### config.mk
export PLATFORM = sky130hd
export DESIGN_NAME = rr_arbiter_16
export DESIGN_NICKNAME = d
export VERILOG_FILES = /design/src/rtl/arb_pkg.sv /design/src/rtl/decoder_4bit.sv /design/src/rtl/rr_arbiter_16.sv
export SDC_FILE = /design/constraint.sdc
export NUM_CORES = 1
export LEC_CHECK = 0
export BUFFER_PORTS_ARGS = -buffer_cell sky130_fd_sc_hd__clkbuf_2
export CORE_MARGIN = 2
export CORE_UTILIZATION = 37
export CTS_CLUSTER_SIZE = 30
export DETAILED_ROUTE_END_ITERATION = 6
export HOLD_SLACK_MARGIN = 0.15
export PLACE_DENSITY_LB_ADDON = 0.15
export SYNTH_ARGS = -nofsm -noshare
export SYNTH_HDL_FRONTEND = slang
export SYNTH_SLANG_ARGS = --single-unit
### constraint.sdc
create_clock -name clk -period 7.9 [get_ports clk]
set_clock_uncertainty 0.2 [all_clocks]
set_input_delay 0.79 -clock clk [delete_from_list [all_inputs] [get_ports clk]]
set_output_delay 0.79 -clock clk [all_outputs]
set_load 0.05 [all_outputs]
### src/rtl/arb_pkg.sv
// Shared constants and types for the 16-way round-robin arbiter.
package arb_pkg;

  localparam int unsigned NUM_REQ = 16;
  localparam int unsigned IDX_W   = 4;

  // Last-grant pointer value after reset; makes requester 0 the first candidate.
  localparam logic [IDX_W-1:0] PTR_RESET = 4'hF;

  typedef enum logic {IDLE, GRANT} arb_state_t;

endpackage

### src/rtl/decoder_4bit.sv
// 4-to-16 one-hot decoder.
module decoder_4bit
  import arb_pkg::*;
(
  input  logic [IDX_W-1:0]   idx_i,
  output logic [NUM_REQ-1:0] onehot_o
);

  // Set exactly the bit selected by idx_i.
  always_comb begin
    onehot_o        = '0;
    onehot_o[idx_i] = 1'b1;
  end

endmodule

### src/rtl/rr_arbiter_16.sv
// Round-robin arbiter for 16 requesters with grant hold and optional hold timeout.
// Grant index, valid and timeout are registered; gnt is a masked decode of the index.
module rr_arbiter_16
  import arb_pkg::*;
#(
  parameter int unsigned MAX_HOLD = 16
) (
  input  logic               clk,
  input  logic               rst_n,
  input  logic [NUM_REQ-1:0] req,
  output logic [NUM_REQ-1:0] gnt,
  output logic [IDX_W-1:0]   gnt_idx,
  output logic               gnt_valid,
  output logic               timeout
);

  // A zero MAX_HOLD still needs a 1-bit counter to keep the declarations legal.
  localparam int unsigned CntW = (MAX_HOLD > 0) ? $clog2(MAX_HOLD + 1) : 1;
  localparam logic [CntW-1:0] HoldLast = (MAX_HOLD > 0) ? CntW'(MAX_HOLD - 1) : '0;

  arb_state_t         state_q;
  logic [IDX_W-1:0]   idx_q;
  logic [IDX_W-1:0]   ptr_q;
  logic [CntW-1:0]    cnt_q;
  logic               valid_q;
  logic               timeout_q;

  logic [IDX_W-1:0]   pick;
  logic               hold_done;
  logic [NUM_REQ-1:0] dec_raw;

  // Rotate so the candidate after ptr sits at bit 0, take the lowest set bit,
  // then undo the rotation. Result is don't-care when r is all zero.
  function automatic logic [IDX_W-1:0] rr_pick(input logic [NUM_REQ-1:0] r,
                                               input logic [IDX_W-1:0]   p);
    logic [IDX_W-1:0]     s;
    logic [2*NUM_REQ-1:0] dbl;
    logic [NUM_REQ-1:0]   rot;
    logic [IDX_W-1:0]     k;
    s   = p + 1'b1;
    dbl = {r, r} >> s;
    rot = dbl[NUM_REQ-1:0];
    k   = '0;
    for (int i = NUM_REQ - 1; i >= 0; i--) begin
      if (rot[i]) k = IDX_W'(i);
    end
    return k + s;
  endfunction

  // Next grantee candidate and hold-limit detection.
  always_comb begin
    pick      = rr_pick(req, ptr_q);
    hold_done = (MAX_HOLD != 0) && (cnt_q == HoldLast);
  end

  // Arbitration FSM; release takes priority over timeout, no preemption.
  always_ff @(posedge clk) begin
    if (!rst_n) begin
      state_q   <= IDLE;
      idx_q     <= '0;
      ptr_q     <= PTR_RESET;
      cnt_q     <= '0;
      valid_q   <= 1'b0;
      timeout_q <= 1'b0;
    end else begin
      timeout_q <= 1'b0;
      unique case (state_q)
        IDLE: begin
          if (|req) begin
            idx_q   <= pick;
            valid_q <= 1'b1;
            cnt_q   <= '0;
            state_q <= GRANT;
          end
        end
        GRANT: begin
          if (!req[idx_q]) begin
            ptr_q   <= idx_q;
            valid_q <= 1'b0;
            state_q <= IDLE;
          end else if (hold_done) begin
            ptr_q     <= idx_q;
            valid_q   <= 1'b0;
            timeout_q <= 1'b1;
            state_q   <= IDLE;
          end else if (MAX_HOLD != 0) begin
            cnt_q <= cnt_q + 1'b1;
          end
        end
        default: state_q <= IDLE;
      endcase
    end
  end

  decoder_4bit u_dec (
    .idx_i    (idx_q),
    .onehot_o (dec_raw)
  );

  assign gnt       = dec_raw & {NUM_REQ{valid_q}};
  assign gnt_idx   = idx_q;
  assign gnt_valid = valid_q;
  assign timeout   = timeout_q;

endmodule
==> results.toml <==
[layout]
fin_util_pct = 42.98
antenna_cells = 0
final_common_cell = "clkbuf_2"
syn_to_final_growth_pct = 13.12
mostFrequentLayoutCells = "39 x clkbuf_2, 30 x mux2i_1, 19 x mux4_2, 19 x nand2_1, 19 x nor2_1"
nNetsFinal = 270
drive_gt1_share_pct = 32.38

[synthesis]
synth_cells = 214
synthFlopType = "dfxtp_1"
ys_seq_elements = 16
ys_warn_count = 0
syn_area_per_cell_um2 = 9.717
seq_area_frac_synth_pct = 15.40
synth.distinct_cells = 48
synth_edf_count = 0
async_reset_ff_share_pct = 0
syn_nets = 239
synth_area_um2 = 2079

[placed_design]
place.port_buffers = 39
gp_congestion = 0.8017
dp_hpwl_um = 3919

[worst_setup_path]
crit_path_cell_trace = "ha_1, mux2_2, mux4_2, mux2_2, nor2_1, nor3_1, o311ai_1, a311oi_1, ha_1, a21o_1, a21oi_1, xor2_1, nand3_1, o221ai_1"
crit_fanout = 22
cp_slowest_stage_delay_ns = 0.86
cp_data_required_time_ns = 7.85
worstPathArrival_ns = 4.92
worstSetupPathType = "reg -> reg"
critPathCaptureType = "register"
cp-start-kind = "register"
critPathSlowestCell = "ha_1"

[pwr]
vdd_drop_max_v = 0.0001697
p_per_area_nw_per_um2 = 433.7
p_leak_nw = 0.9844

[die]
die_y_um = 78.97
placementRows = 27
die_w_um = 78.97
coreArea_um2 = 5473
die-area_um2 = 6236
start_util_pct = 38.00
io_pins = 40

[global_routing]
grt_max_degree = 23
antenna_found_initial = 0
grt_pass1_wl_um = 8542
grt_pass1_vias = 1726
grt_util_all_layers_pct = 17.17
grt_remaining_overflow = 0

[clock_tree]
cts_hold_buf = 0
post_cts_buffers = 0
cts_tree = "yes"
htree_levels = 1
numCtsBuffers = 3
clkLatencyLatePin_ns = 0.24
cts_root_buf = "clkbuf_8"
clock_sinks = 16
cts_resized = 0
cts_buffer_depth = 2
path_clk_slew_ns = 0.06

[timing]
tightest_slew_ns = 1.116
timing.final.crit_share_pct = 62.91
fmax_ghz = 0.2012
fin_crit_ns = 4.970
holdWs_ns = 0.3137
relSlewSlack_pct = 24.61
drv_slew = 0
rsz0062_at_grt = "false"
setup_violations = 0
hold_viol_final = 0
setup_tns_ns = 0

[detailed_routing]
ant_nets = 0
wl_per_cell_um = 16.15
vias = 1780
drt-pass1-iter-count = 4
dr.first_iter.drc_count = 87
routed_wl_um = 5102
drc_errors = 0
vias_per_cell = 5.633

[flow_run]
drv_cap = 0

[worst_hold_path]
hold_class = "reg -> reg"

[outcome]
outcome = "finished, final reports clean"
[state kept, by name, summed over array words and instances (netlist names)]
register	count
state_q	1
ptr_q	4
gnt_valid	1
gnt_idx	4
cnt_q	5
timeout	1
[final cells by class]
type | count | area [um2]
repair buffers | 39 | 195.2
multi-input cells | 178 | 1665
well taps | 72 | 90.09
inverters | 7 | 26.28
fillers | 576 | 3120
clock buffers | 4 | 55.05
flip-flops and latches | 16 | 320.3
[final timing paths]
check / from / endpoint / slack, ns / depth (start not counted)
max: ptr_q[0] / gnt_idx[3] / 2.93 / 14
max reg2reg: ptr_q[0] / gnt_idx[3] / 2.93 / 14
min reg2reg: cnt_q[3] / cnt_q[3] / 0.31 / 2
min: cnt_q[3] / cnt_q[3] / 0.31 / 2
[synthesized netlist by cell type, drive strengths merged (2+ instances only)]
| master | instances | area share [%] |
|---|---|---|
| a21boi | 2 | 0.72 |
| a21oi | 5 | 1.2 |
| buf | 7 | 2.2 |
| clkbuf | 6 | 1.1 |
| dfxtp | 16 | 15 |
| ha | 6 | 3.6 |
| inv | 6 | 1.1 |
| mux2 | 13 | 7.2 |
| mux2i | 30 | 14 |
| mux4 | 21 | 23 |
| nand2 | 19 | 3.4 |
| nand2b | 7 | 2.1 |
| nand3 | 4 | 0.96 |
| nor2 | 19 | 3.4 |
| nor2b | 7 | 2.1 |
| nor3 | 12 | 2.9 |
| nor4 | 8 | 2.7 |
| o21ai | 2 | 0.48 |
| xnor2 | 2 | 1.2 |
| xor2 | 4 | 2.0 |
[worst max-delay path: cells and delay by family, from the launching register on]
family	cells	cell delay (ns)
xor+xnor	1	0.22
compound gates	5	1.04
simple gates	3	0.26
flops	1	0.80
mux	3	1.21
fa+ha+maj	2	1.15
[routing by layer]
metal  up-vias  share of wire (%)  GRT usage (%)
met5         -                  0              0
met4         0                2.1          5.862
met3         8                2.5          1.023
met2        39                 47          28.81
met1       854                 48          23.55
li1        879                  -              -
[per-stage QoR]
| stage | std cells | worst slack [ns] | power (mW) | area (um2) |
|---|---|---|---|---|
| 2_1_floorplan | 214 | 4.164 | 0.8094 | 2079 |
| 3_3_place_gp | 312 | 2.939 | 0.9503 | 2297 |
| 3_5_place_dp | 312 | 2.919 | 0.9452 | 2297 |
| 4_1_cts | 316 | 2.884 | 1.022 | 2352 |
| 5_1_grt | 316 | 2.558 | 1.113 | 2352 |
| 6_report | 316 | 2.930 | 1.020 | 2352 |
[where the power goes]
part	switching [mW]	internal, mW
logic	0.452	0.361
clock network	0.0260	0.0441
registers	0.0406	0.0964
total	0.519	0.501
[cells by family after synthesis]
family	count (synthesis)	synth area share, %
AO/OA/AOI/OAI	21	8.304
XOR/XNOR	6	3.250
adder cells (fa/ha/maj)	7	4.573
buffers and inverters	20	4.512
flip-flops	16	15.40
multiplexers	64	44.77
AND/OR/NAND/NOR	80	19.19
Note: power is estimated with default switching activity, not from simulation.
